## src/rtl/stack_sequencer.sv

```systemverilog
// ---------------------------------------------------------------------------
// stack_sequencer
// Sequences PUSH / POP / CALL / RET operations onto a 256-entry stack held in
// an external scratch RAM. The stack pointer itself lives outside this block
// and is moved through the SP_LD / SP_INCR / SP_DECR strobes. The stack grows
// downward: a push writes at SP-1 and then decrements SP. A pop reads at SP
// and then increments SP.
//
// Ports
//   CLK, RST            rising-edge clock, synchronous active-high reset
//   START, OP           operation request (sampled in IDLE only) and opcode:
//                       00 PUSH, 01 POP, 10 CALL, 11 RET
//   REG_DATA, PC_DATA   PUSH operand (8b, zero-extended) / CALL operand (10b)
//   INIT, INIT_VAL      stack-pointer load request and value (IDLE only)
//   SP_VAL              current stack pointer
//   SCR_DATA_OUT        scratch RAM read data, one cycle after the address
//   SP_LD/INCR/DECR     stack pointer strobes; SP_DATA_IN is the load value
//   SCR_ADDR, SCR_DATA_IN, SCR_WE   scratch RAM address / write data / enable
//   RESULT, RESULT_VALID            popped value and its update flag
//   BUSY, DONE, FAULT               status, completion and reject pulses
//   OVF, UNF                        sticky overflow / underflow flags
//
// state    | meaning
// ---------+----------------------------------------------------------
// IDLE     | waiting; INIT loads SP, START launches an operation
// PUSH_WR  | write latched data at SP-1, decrement SP
// POP_RD   | present SP as read address, increment SP
// POP_WAIT | RAM data valid; capture it into RESULT
// DONE_ST  | one-cycle DONE (plus RESULT_VALID for POP/RET)
// FAULT_ST | one-cycle FAULT; rejected operation, nothing touched
// ---------------------------------------------------------------------------
module stack_sequencer (
   input  logic       CLK,
   input  logic       RST,
   input  logic       START,
   input  logic [1:0] OP,
   input  logic [7:0] REG_DATA,
   input  logic [9:0] PC_DATA,
   input  logic       INIT,
   input  logic [7:0] INIT_VAL,
   input  logic [7:0] SP_VAL,
   input  logic [9:0] SCR_DATA_OUT,
   output logic       SP_LD,
   output logic       SP_INCR,
   output logic       SP_DECR,
   output logic [7:0] SP_DATA_IN,
   output logic [7:0] SCR_ADDR,
   output logic [9:0] SCR_DATA_IN,
   output logic       SCR_WE,
   output logic [9:0] RESULT,
   output logic       RESULT_VALID,
   output logic       BUSY,
   output logic       DONE,
   output logic       FAULT,
   output logic       OVF,
   output logic       UNF
);

   typedef enum logic [2:0] {
      IDLE     = 3'd0,
      PUSH_WR  = 3'd1,
      POP_RD   = 3'd2,
      POP_WAIT = 3'd3,
      DONE_ST  = 3'd4,
      FAULT_ST = 3'd5
   } state_t;

   state_t     state_q, state_d;
   logic [8:0] depth_q;
   logic [1:0] op_q;
   logic [9:0] data_q;
   logic [9:0] result_q;
   logic       ovf_q, unf_q;

   logic       is_full, is_empty;
   logic       sp_ld_raw, sp_incr_raw, sp_decr_raw, scr_we_raw;

   assign is_full  = (depth_q == 9'd256);
   assign is_empty = (depth_q == 9'd0);

   always_ff @(posedge CLK) begin
      if (RST) state_q <= IDLE;
      else     state_q <= state_d;
   end

   // OP[0] set means the operation removes an entry (POP / RET).
   always_comb begin
      state_d      = state_q;
      sp_ld_raw    = 1'b0;
      sp_incr_raw  = 1'b0;
      sp_decr_raw  = 1'b0;
      scr_we_raw   = 1'b0;
      SCR_ADDR     = SP_VAL - 8'd1;
      DONE         = 1'b0;
      FAULT        = 1'b0;
      RESULT_VALID = 1'b0;
      case (state_q)
         IDLE: begin
            if (INIT) begin
               sp_ld_raw = 1'b1;
            end else if (START) begin
               if (OP[0]) state_d = is_empty ? FAULT_ST : POP_RD;
               else       state_d = is_full  ? FAULT_ST : PUSH_WR;
            end
         end
         PUSH_WR: begin
            scr_we_raw  = 1'b1;
            sp_decr_raw = 1'b1;
            state_d     = DONE_ST;
         end
         POP_RD: begin
            SCR_ADDR    = SP_VAL;
            sp_incr_raw = 1'b1;
            state_d     = POP_WAIT;
         end
         POP_WAIT: begin
            state_d = DONE_ST;
         end
         DONE_ST: begin
            DONE         = 1'b1;
            RESULT_VALID = op_q[0];
            state_d      = IDLE;
         end
         FAULT_ST: begin
            FAULT   = 1'b1;
            state_d = IDLE;
         end
         default: state_d = IDLE;
      endcase
   end

   // A cycle with RST high must not move SP or write RAM, even mid-operation.
   assign SP_LD       = sp_ld_raw   & ~RST;
   assign SP_INCR     = sp_incr_raw & ~RST;
   assign SP_DECR     = sp_decr_raw & ~RST;
   assign SCR_WE      = scr_we_raw  & ~RST;
   assign SP_DATA_IN  = INIT_VAL;
   assign SCR_DATA_IN = data_q;
   assign BUSY        = (state_q != IDLE);
   assign RESULT      = result_q;
   assign OVF         = ovf_q;
   assign UNF         = unf_q;

   always_ff @(posedge CLK) begin
      if (RST) begin
         depth_q  <= 9'd0;
         op_q     <= 2'b00;
         data_q   <= 10'd0;
         result_q <= 10'd0;
         ovf_q    <= 1'b0;
         unf_q    <= 1'b0;
      end else begin
         case (state_q)
            IDLE: begin
               if (INIT) begin
                  depth_q <= 9'd0;
                  ovf_q   <= 1'b0;
                  unf_q   <= 1'b0;
               end else if (START) begin
                  op_q   <= OP;
                  data_q <= OP[1] ? PC_DATA : {2'b00, REG_DATA};
                  if (OP[0] && is_empty)  unf_q <= 1'b1;
                  if (!OP[0] && is_full)  ovf_q <= 1'b1;
               end
            end
            PUSH_WR:  depth_q  <= depth_q + 9'd1;
            POP_RD:   depth_q  <= depth_q - 9'd1;
            POP_WAIT: result_q <= SCR_DATA_OUT;
            default: ;
         endcase
      end
   end

endmodule

```

## config.mk

```make
export PLATFORM = sky130hd
export DESIGN_NAME = stack_sequencer
export DESIGN_NICKNAME = d
export VERILOG_FILES = /design/src/rtl/stack_sequencer.sv
export SDC_FILE = /design/constraint.sdc
export NUM_CORES = 1
export LEC_CHECK = 0
export ABC_AREA = 1
export CORE_AREA = 3 3 93 77
export CTS_CLUSTER_DIAMETER = 100
export DETAILED_ROUTE_END_ITERATION = 16
export DIE_AREA = 0 0 96 80
export GPL_TIMING_DRIVEN = 0
export HOLD_SLACK_MARGIN = 0.05
export PLACE_DENSITY = 0.67
export SLEW_MARGIN = 20
export SYNTH_ARGS = -nofsm -noshare
export SYNTH_HDL_FRONTEND = slang
export SYNTH_SLANG_ARGS = --single-unit
```

## constraint.sdc

```tcl
create_clock -name CLK -period 2 [get_ports CLK]
set_input_delay 0.5 -clock CLK [delete_from_list [all_inputs] [get_ports CLK]]
set_output_delay 0.5 -clock CLK [all_outputs]
set_load 0.03 [all_outputs]
```

======== After elaboration in Yosys (flattened, before gate mapping) ========
Index checks and enable logic that the tools add are counted.
storage, ports and cells
  flip-flop bits (word level) ............. 35
  output and inout bits ................... 46
operators by class
  $add $sub $neg .......................... 3
  equal/unequal tests ..................... 9
  muxes and demuxes ....................... 23
  bitwise gates (word level) .............. 5
  reduce and logical (&&, ||, !) cells .... 16
operators by type and width
  kind                                                 count
  case mux 9 bit (3 select lines)                      1
  two-way mux 3 bit                                    5
  two-way mux 1 bit                                    13
  two-way mux 10 bit                                   1
  adder 9 x 1 -> 9 bit, second input constant          1
  equality test 9 bit, second input constant           1
  zero test 9 bit                                      1
  two-way mux 9 bit                                    1
  case mux 3 bit (3 select lines)                      1
  AND reduction 3 bit                                  3
  subtractor 9 x 1 -> 9 bit, second input constant     1
  two-way mux 8 bit                                    1
  subtractor 8 x 1 -> 8 bit, second input constant     1
  equality test 3 x 2 -> 1 bit, second input constant  2
  equality test 3 bit, second input constant           2
  != test 2 bit, second input constant                 3
  nonzero test 2 bit                                   3
  nonzero test 3 bit                                   2
  AND reduction 2 bit                                  2
  AND 1 bit                                            3
  equality test 3 x 1 -> 1 bit, second input constant  1
  zero test 3 bit                                      1
  logical AND 1 bit                                    2
  inverter 1 bit                                       2
  other kinds (2)                                      2

======== Depth between registers and ports, before layout ========
Gate-level depths: netlist (run 1).
  depth in word-level cells ............... 6
  gate-level depth with buffers ........... 15
  mapped depth without buffers ............ 15

======== Worst setup path after synthesis (run 1) ========
No wires, ideal clock.
  path type ............................... reg-to-output
  from .................................... register state_q[0]
  to ...................................... output port SP_DECR
  arrival ................................. 1.814 ns
  required time ........................... 1.500 ns
  path slack .............................. -0.314 ns
  stages on the path, launching flop included .. 6
  path buffers ............................ 1
  cell sequence ........................... dfxtp_1 -> inv_2 -> nor2_1 -> inv_1 -> nor3_1 -> buf_4
on the way
  cells in the longest elaborated chain, start to end .. 3
ends and longest elaborated chain
  element                       line  text
  start: declaration            68    state_t state_q, state_d;
  start signal: assignment      83    else state_q <= state_d;
  equality test 3 x 1 -> 1 bit  n/a
  two-way mux 1 bit             n/a
  AND 1 bit                     n/a
  end: declaration              45    output logic SP_DECR,
No other way between the ends.

======== Worst setup path in the final report (run 1) ========
  from .................................... input port SP_VAL[5]
  to ...................................... output port SCR_ADDR[7]
on the way
  cells in the longest elaborated chain, start to end .. 2
ends and longest elaborated chain
  element                    line  text
  start: declaration         41    input logic [7:0] SP_VAL,
  subtractor 8 x 1 -> 8 bit  93    SCR_ADDR = SP_VAL - 8'd1;
  two-way mux 8 bit          97    case (state_q)
  end: declaration           47    output logic [7:0] SCR_ADDR,
No other way between the ends.

==> flow_summary.yaml, run 1 <==
run_status:
  status: "finished with violations"
  violations: "setup timing"
floorplan:
  start_util: 0.3450
  ioPinCount: 96
  dieWidth_um: 96
  rows: 26
  die_area_mm2: 0.007680
  dieHeight_um: 80
  core-area_mm2: 0.006344
placed_design:
  gp_congestion: 0.8605
  placed_cell_area_mm2: 0.003177
  portBuffers: 85
  dp_hpwl_mm: 4.904
synthesis:
  syn_inst: 321
  syn-mean-instance-area_um2: 6.817
  ys_types: 38
  synth_seq_cells: 35
  yosysSeqAreaShare: 0.3202
  yosys_warnings: 0
  synth_top_area_frac: 0.3202
  synth_area_mm2: 0.002188
  synth_area_leaders: "dfxtp_1 (32%), nand2_1 (8.9%), a21oi_1 (7.8%)"
  yosysTopAreaCell: "dfxtp_1"
  syn_nets: 374
route:
  vias: 2464
  remaining_drc_errors: 0
  dr.pass1.iters: 4
  initialDrtViolationCount: 139
  drtAntennaViolNets: 0
  avgRoutedWirePerCell_um: 13.13
  drt-total-wl_mm: 6.825
  vias_per_cell: 4.738
finish:
  final_common_cell: "clkdlybuf4s50_1"
  drive_gt1_frac: 0.2706
  area_growth_pct: 61.81
  fin_nets: 490
  final_area_mm2: 0.003541
  fillers: 609
  antenna_cells: 0
  final_cell_mix: "clkdlybuf4s50_1 (64), nand2_1 (48), inv_1 (34), nor2_1 (34), a21oi_1 (34)"
min_path:
  hp-class: "register to register"
  whs_path_depth: 2
cts:
  numCtsBuffers: 5
  cts-root-buf: "clkbuf_8"
  cts_hold_buffers: 0
  htree_levels: 2
  clock_sinks: 35
  clkLatencyLatePin_ns: 0.29
  clk_pin_slew_worst_paths_ns: 0.08
  cts_buffer_depth: 2
  cts_tree: "yes"
timing:
  hold_viol: 0
  max_freq_mhz: 462.4
  post-route-min-period_ns: 2.163
  hold_ws_ns: 0.4706
  worst_pin_slew_ns: 0.4551
  skew_ns: 0.007372
  finalCritPeriodShare: 1.081
  relSlewSlack: 0.6966
  slew_viol_final: 0
  grt_setup_unrepaired: "true"
  fin_ws_ns: -0.1626
  finalSetupViolations: 6
global_routing:
  grt_pass1_vias: 2325
  overflow: 0
  grt_pass1_wl_mm: 10.78
  grt_max_degree: 11
  antenna_found_initial: 0
  track_usage: 0.1807
worst_setup_path:
  worstPathArrival_ns: 1.66
  setup.worst_path.class: "input pin to output port"
  r2r_cells: 13
  crit_path_end_kind: "output port"
  startpoint_type: "input pin"
  cp.required_ns: 1.50
  cp_max_fo: 3
pwr:
  ir_worst_vdd_mv: 0.3534
  p_leak_nw: 1.554
  pwr_density_cell_mw_per_mm2: 691.9
  power_mw: 2.450
flow_run:
  max_cap_viol_count: 0
[sequential cells by signal (all words and copies together), names as in the netlist]
signal and flops:
OVF 1, SCR_DATA_IN 10, depth_q 9, UNF 1, op_q 1, RESULT 10
state_q 3
[synthesized netlist by cell type]
cell type,number
a21oi_2,2
dfxtp_1,35
nand2_4,4
nand2_2,6
o21bai_4,1
nor3_1,5
nand3_1,22
a21oi_1,34
nor2_4,1
buf_2,3
nor4_1,1
inv_1,38
buf_4,9
o21ai_0,25
a31oi_1,1
buf_1,1
nor3_4,1
a21oi_4,1
xnor2_1,1
nand3_2,3
nor2_8,1
clkinv_1,1
and3_1,1
buf_6,1
nand4_1,3
or2_1,2
inv_4,1
xor2_1,6
ha_1,3
nand3b_1,2
nand2_1,52
buf_8,1
a211oi_2,1
o211ai_1,2
clkbuf_1,6
inv_2,2
nor2_2,2
nor2_1,40
[per-layer routing]
metal	part of all wire	up-vias	track usage
li1	-	1251	-
met1	0.45	1118	0.2392
met2	0.46	83	0.2764
met3	0.081	12	0.05561
met4	0.011	0	0.05966
met5	0	-	0
[stage by stage]
stage / std cells / utilization / TNS, ns / setup WS [ns]
floorplan: 321 / - / -0.003163 / -0.003163
global placement: 490 / 0.5008 / -7.481 / -0.9517
detailed placement: 490 / 0.5008 / -7.818 / -1.008
CTS: 507 / 0.5296 / -0.3438 / -0.2014
global route: 520 / 0.5582 / -0.9970 / -0.2319
finish: 520 / 0.5582 / -0.4669 / -0.1626
[report_power, final]
group	total [mW]	internal (mW)	switching (mW)	leakage, nW
Combinational	1.16	0.487	0.671	1.23
Clock	0.492	0.231	0.261	0.0361
Sequential	0.800	0.759	0.0408	0.286
Total	2.45	1.48	0.972	1.55
[path summary, 6_finish.rpt]
path | startpoint | slack (ns) | endpoint
max reg2reg | state_q[0]$_SDFFE_PP0P_ | 0.04 | depth_q[8]$_SDFFE_PP0P_
min reg2reg | op_q[0]$_SDFFE_PP0P_ | 0.47 | op_q[0]$_SDFFE_PP0P_
min | op_q[0]$_SDFFE_PP0P_ | 0.47 | op_q[0]$_SDFFE_PP0P_
max | SP_VAL[5] | -0.16 | SCR_ADDR[7]
[critical path, stage by stage]
cell	delay, ns
clkdlybuf4s50_1	0.45
or2_1	0.27
nor2_2	0.14
xor2_2	0.15
buf_6	0.15
[area by class of cell]
| cell class | instances | area, µm² | area share |
|---|---|---|---|
| Multi-Input combinational cell | 223 | 1324 | 0.3739 |
| Tap cell | 84 | 105.1 | 0.02968 |
| Buffer | 21 | 148.9 | 0.04205 |
| Sequential cell | 35 | 709.4 | 0.2004 |
| Clock inverter | 1 | 7.507 | 0.002120 |
| Timing Repair Buffer | 109 | 1015 | 0.2866 |
| Clock buffer | 5 | 68.82 | 0.01943 |
| Inverter | 42 | 162.7 | 0.04594 |
[repair_timing]
action | 4_1_cts | 5_1_grt
pin swaps | 13 | 13
gates resized for setup | 104 | 46
endpoints found under the setup margin | 16 | 16
setup buffers | 11 | 13
[cells by family (layout without fill, tap and decap cells)]
group / count (synthesis) / in the layout / synth area share
simple gates: 146 / 146 / 0.3253
fa+ha+maj: 3 / 3 / 0.01715
compound gates: 67 / 67 / 0.1744
buf+inv: 63 / 178 / 0.1349
flops: 35 / 35 / 0.3202
xor+xnor: 7 / 7 / 0.02802
Power figures use the tool's default switching activity.
==> inputs of run 2 (changes only) <==
ABC_CLOCK_PERIOD_IN_PS = 2000   (was default)
==> results of run 2 <==
Same layout as run 1: the final DEF is identical, and so are final timing and power.
==> inputs of run 3 (changes only) <==
CORE_AREA = 3 3 85 71   (was 3 3 93 77)
DIE_AREA = 0 0 88 74   (was 0 0 96 80)
PLACE_DENSITY = 0.79   (was 0.67)
==> flow_summary.yaml, run 3 (same netlist as run 1, synthesis figures left out) <==
run_status:
  status: "finished with violations"
  violations: "setup timing"
worst_setup_path:
  r2r_slack_ns: 0.16
  startpoint_type: "register"
  r2r_start: "state_q[2]$_SDFFE_PP0P_"
  setup.worst_path.class: "register to output port"
  cp.required_ns: 1.50
  r2r_cells: 16
  worstPathArrival_ns: 1.65
  crit_path_end_kind: "output port"
  slowest_delay_ns: 0.38
  cp_max_fo: 4
  path_cells: "nor2_4 -> nand2_4 -> nand3_4 -> inv_2 -> nand2_2 -> or2_1 -> nor2_2 -> xor2_2 -> buf_6"
  cpMaxStageDelayCell: "dfxtp_4"
  r2r-end: "depth_q[8]$_SDFFE_PP0P_"
pwr:
  power_mw: 2.575
  ir_worst_vdd_mv: 0.4276
  pwr_density_cell_mw_per_mm2: 741.4
  p_leak_nw: 1.551
floorplan:
  dieHeight_um: 74
  dieWidth_um: 88
  die_area_mm2: 0.006512
  rows: 24
  ioPinCount: 96
  core-area_mm2: 0.005315
  start_util: 0.4117
finish:
  drive_gt1_frac: 0.2575
  final_cells: 500
  final_cell_mix: "clkdlybuf4s50_1 (64), nand2_1 (49), inv_1 (34), nor2_1 (34), a21oi_1 (34)"
  fin_nets: 487
  final_area_mm2: 0.003473
  final_common_cell: "clkdlybuf4s50_1"
  antenna_cells: 0
  area_growth_pct: 58.72
min_path:
  hp-class: "register to register"
  holdPathEnd: "op_q[0]$_SDFFE_PP0P_"
  whs_path_depth: 2
  min_from: "op_q[0]$_SDFFE_PP0P_"
placed_design:
  placed_cell_area_mm2: 0.003153
  pre_cts_ws_ns: -0.9975
  dpl.cell_count: 471
  dp_hpwl_mm: 4.619
  portBuffers: 85
  gp_congestion: 0.8521
route:
  m1WireLength_mm: 2.962
  dr.pass1.iters: 4
  avgRoutedWirePerCell_um: 13.07
  initialDrtViolationCount: 174
  remaining_drc_errors: 0
  drt-total-wl_mm: 6.536
  drtAntennaViolNets: 0
  dr_wl_met2_mm: 3.077
  vias_per_cell: 4.874
  dr_wl_met3_um: 442
  vias: 2437
  top_layer_used: "met4"
global_routing:
  grt_pass1_wl_mm: 9.811
  grt_max_degree: 14
  antenna_found_initial: 0
  grt_pass1_vias: 2161
  overflow: 0
  track_usage: 0.1935
timing:
  hold_viol: 0
  fin_ws_ns: -0.1487
  finalSetupViolations: 4
  max_freq_mhz: 465.4
  relSlewSlack: 0.7220
  skew_ns: 0.009853
  post-route-min-period_ns: 2.149
  grt_setup_unrepaired: "true"
  finalCritPeriodShare: 1.074
  slew_viol_final: 0
  worst_pin_slew_ns: 0.4171
  finalSetupTns_ns: -0.3165
cts:
  clkLatencyLatePin_ns: 0.30
  cts-root-buf: "clkbuf_8"
  htree_levels: 2
  numCtsBuffers: 5
  cts_hold_buffers: 0
  cts_buffer_depth: 2
  clk_pin_slew_worst_paths_ns: 0.08
  clock_sinks: 35
  cts_tree: "yes"
flow_run:
  max_cap_viol_count: 0
run 3: area by class of cell:
type | instances | area [µm²]
fill | 464 | 1842
multi-input combinational | 223 | 1285
timing repair buffer | 106 | 970.9
sequential | 35 | 709.4
inverter | 42 | 160.2
buffer | 21 | 151.4
tap | 65 | 81.33
clock buffer | 5 | 68.82
clock inverter | 3 | 46.29
run 3: what timing repair did:
item | 4_1_cts | 5_1_grt
pin swaps | 13 | 12
setup endpoints to repair | 16 | 16
setup buffers | 12 | 11
cloned | 0 | 1
gates resized for setup | 93 | 35
run 3: per-stage QoR:
step	utilization	hold slack, ns
global placement	0.5932	0.4500
global route	0.6535	0.5058
floorplan	-	0.4311
finish	0.6535	0.4665
CTS	0.6344	0.4636
detailed placement	0.5932	0.4527
run 3: critical path: cells and delay by family, from the launching register on:
| kind | cells | cell delay, ns |
|---|---|---|
| buffers and inverters | 2 | 0.20 |
| and+or+nand+nor | 6 | 0.62 |
| xor gates and xnor gates | 1 | 0.15 |
| DFF | 1 | 0.38 |
run 3: how the worst max path moves through the flow:
stage	from	to	slack (ns)
6_report	state_q[2]$_SDFFE_PP0P_	SCR_ADDR[7]	-0.15
5_1_grt	state_q[2]$_SDFFE_PP0P_	SCR_ADDR[7]	-0.21
4_1_cts	state_q[2]$_SDFFE_PP0P_	SCR_ADDR[7]	-0.24
3_5_place_dp	SP_VAL[1]	SCR_ADDR[7]	-1.0
3_3_place_gp	SP_VAL[0]	SCR_ADDR[6]	-0.95
2_1_floorplan	state_q[1]$_SDFFE_PP0P_	SP_DECR	-0.003
run 3: metal layers:
layer / GRT usage / up-vias
li1: - / 1252
met5: 0 / -
met4: 0.05111 / 0
met2: 0.3303 / 76
met3: 0.04873 / 4
met1: 0.2449 / 1105
run 3: power breakdown:
part / internal, mW / total, mW / switching, mW
Clock: 0.375 / 0.669 / 0.294
Sequential: 0.759 / 0.803 / 0.0437
Combinational: 0.462 / 1.10 / 0.641
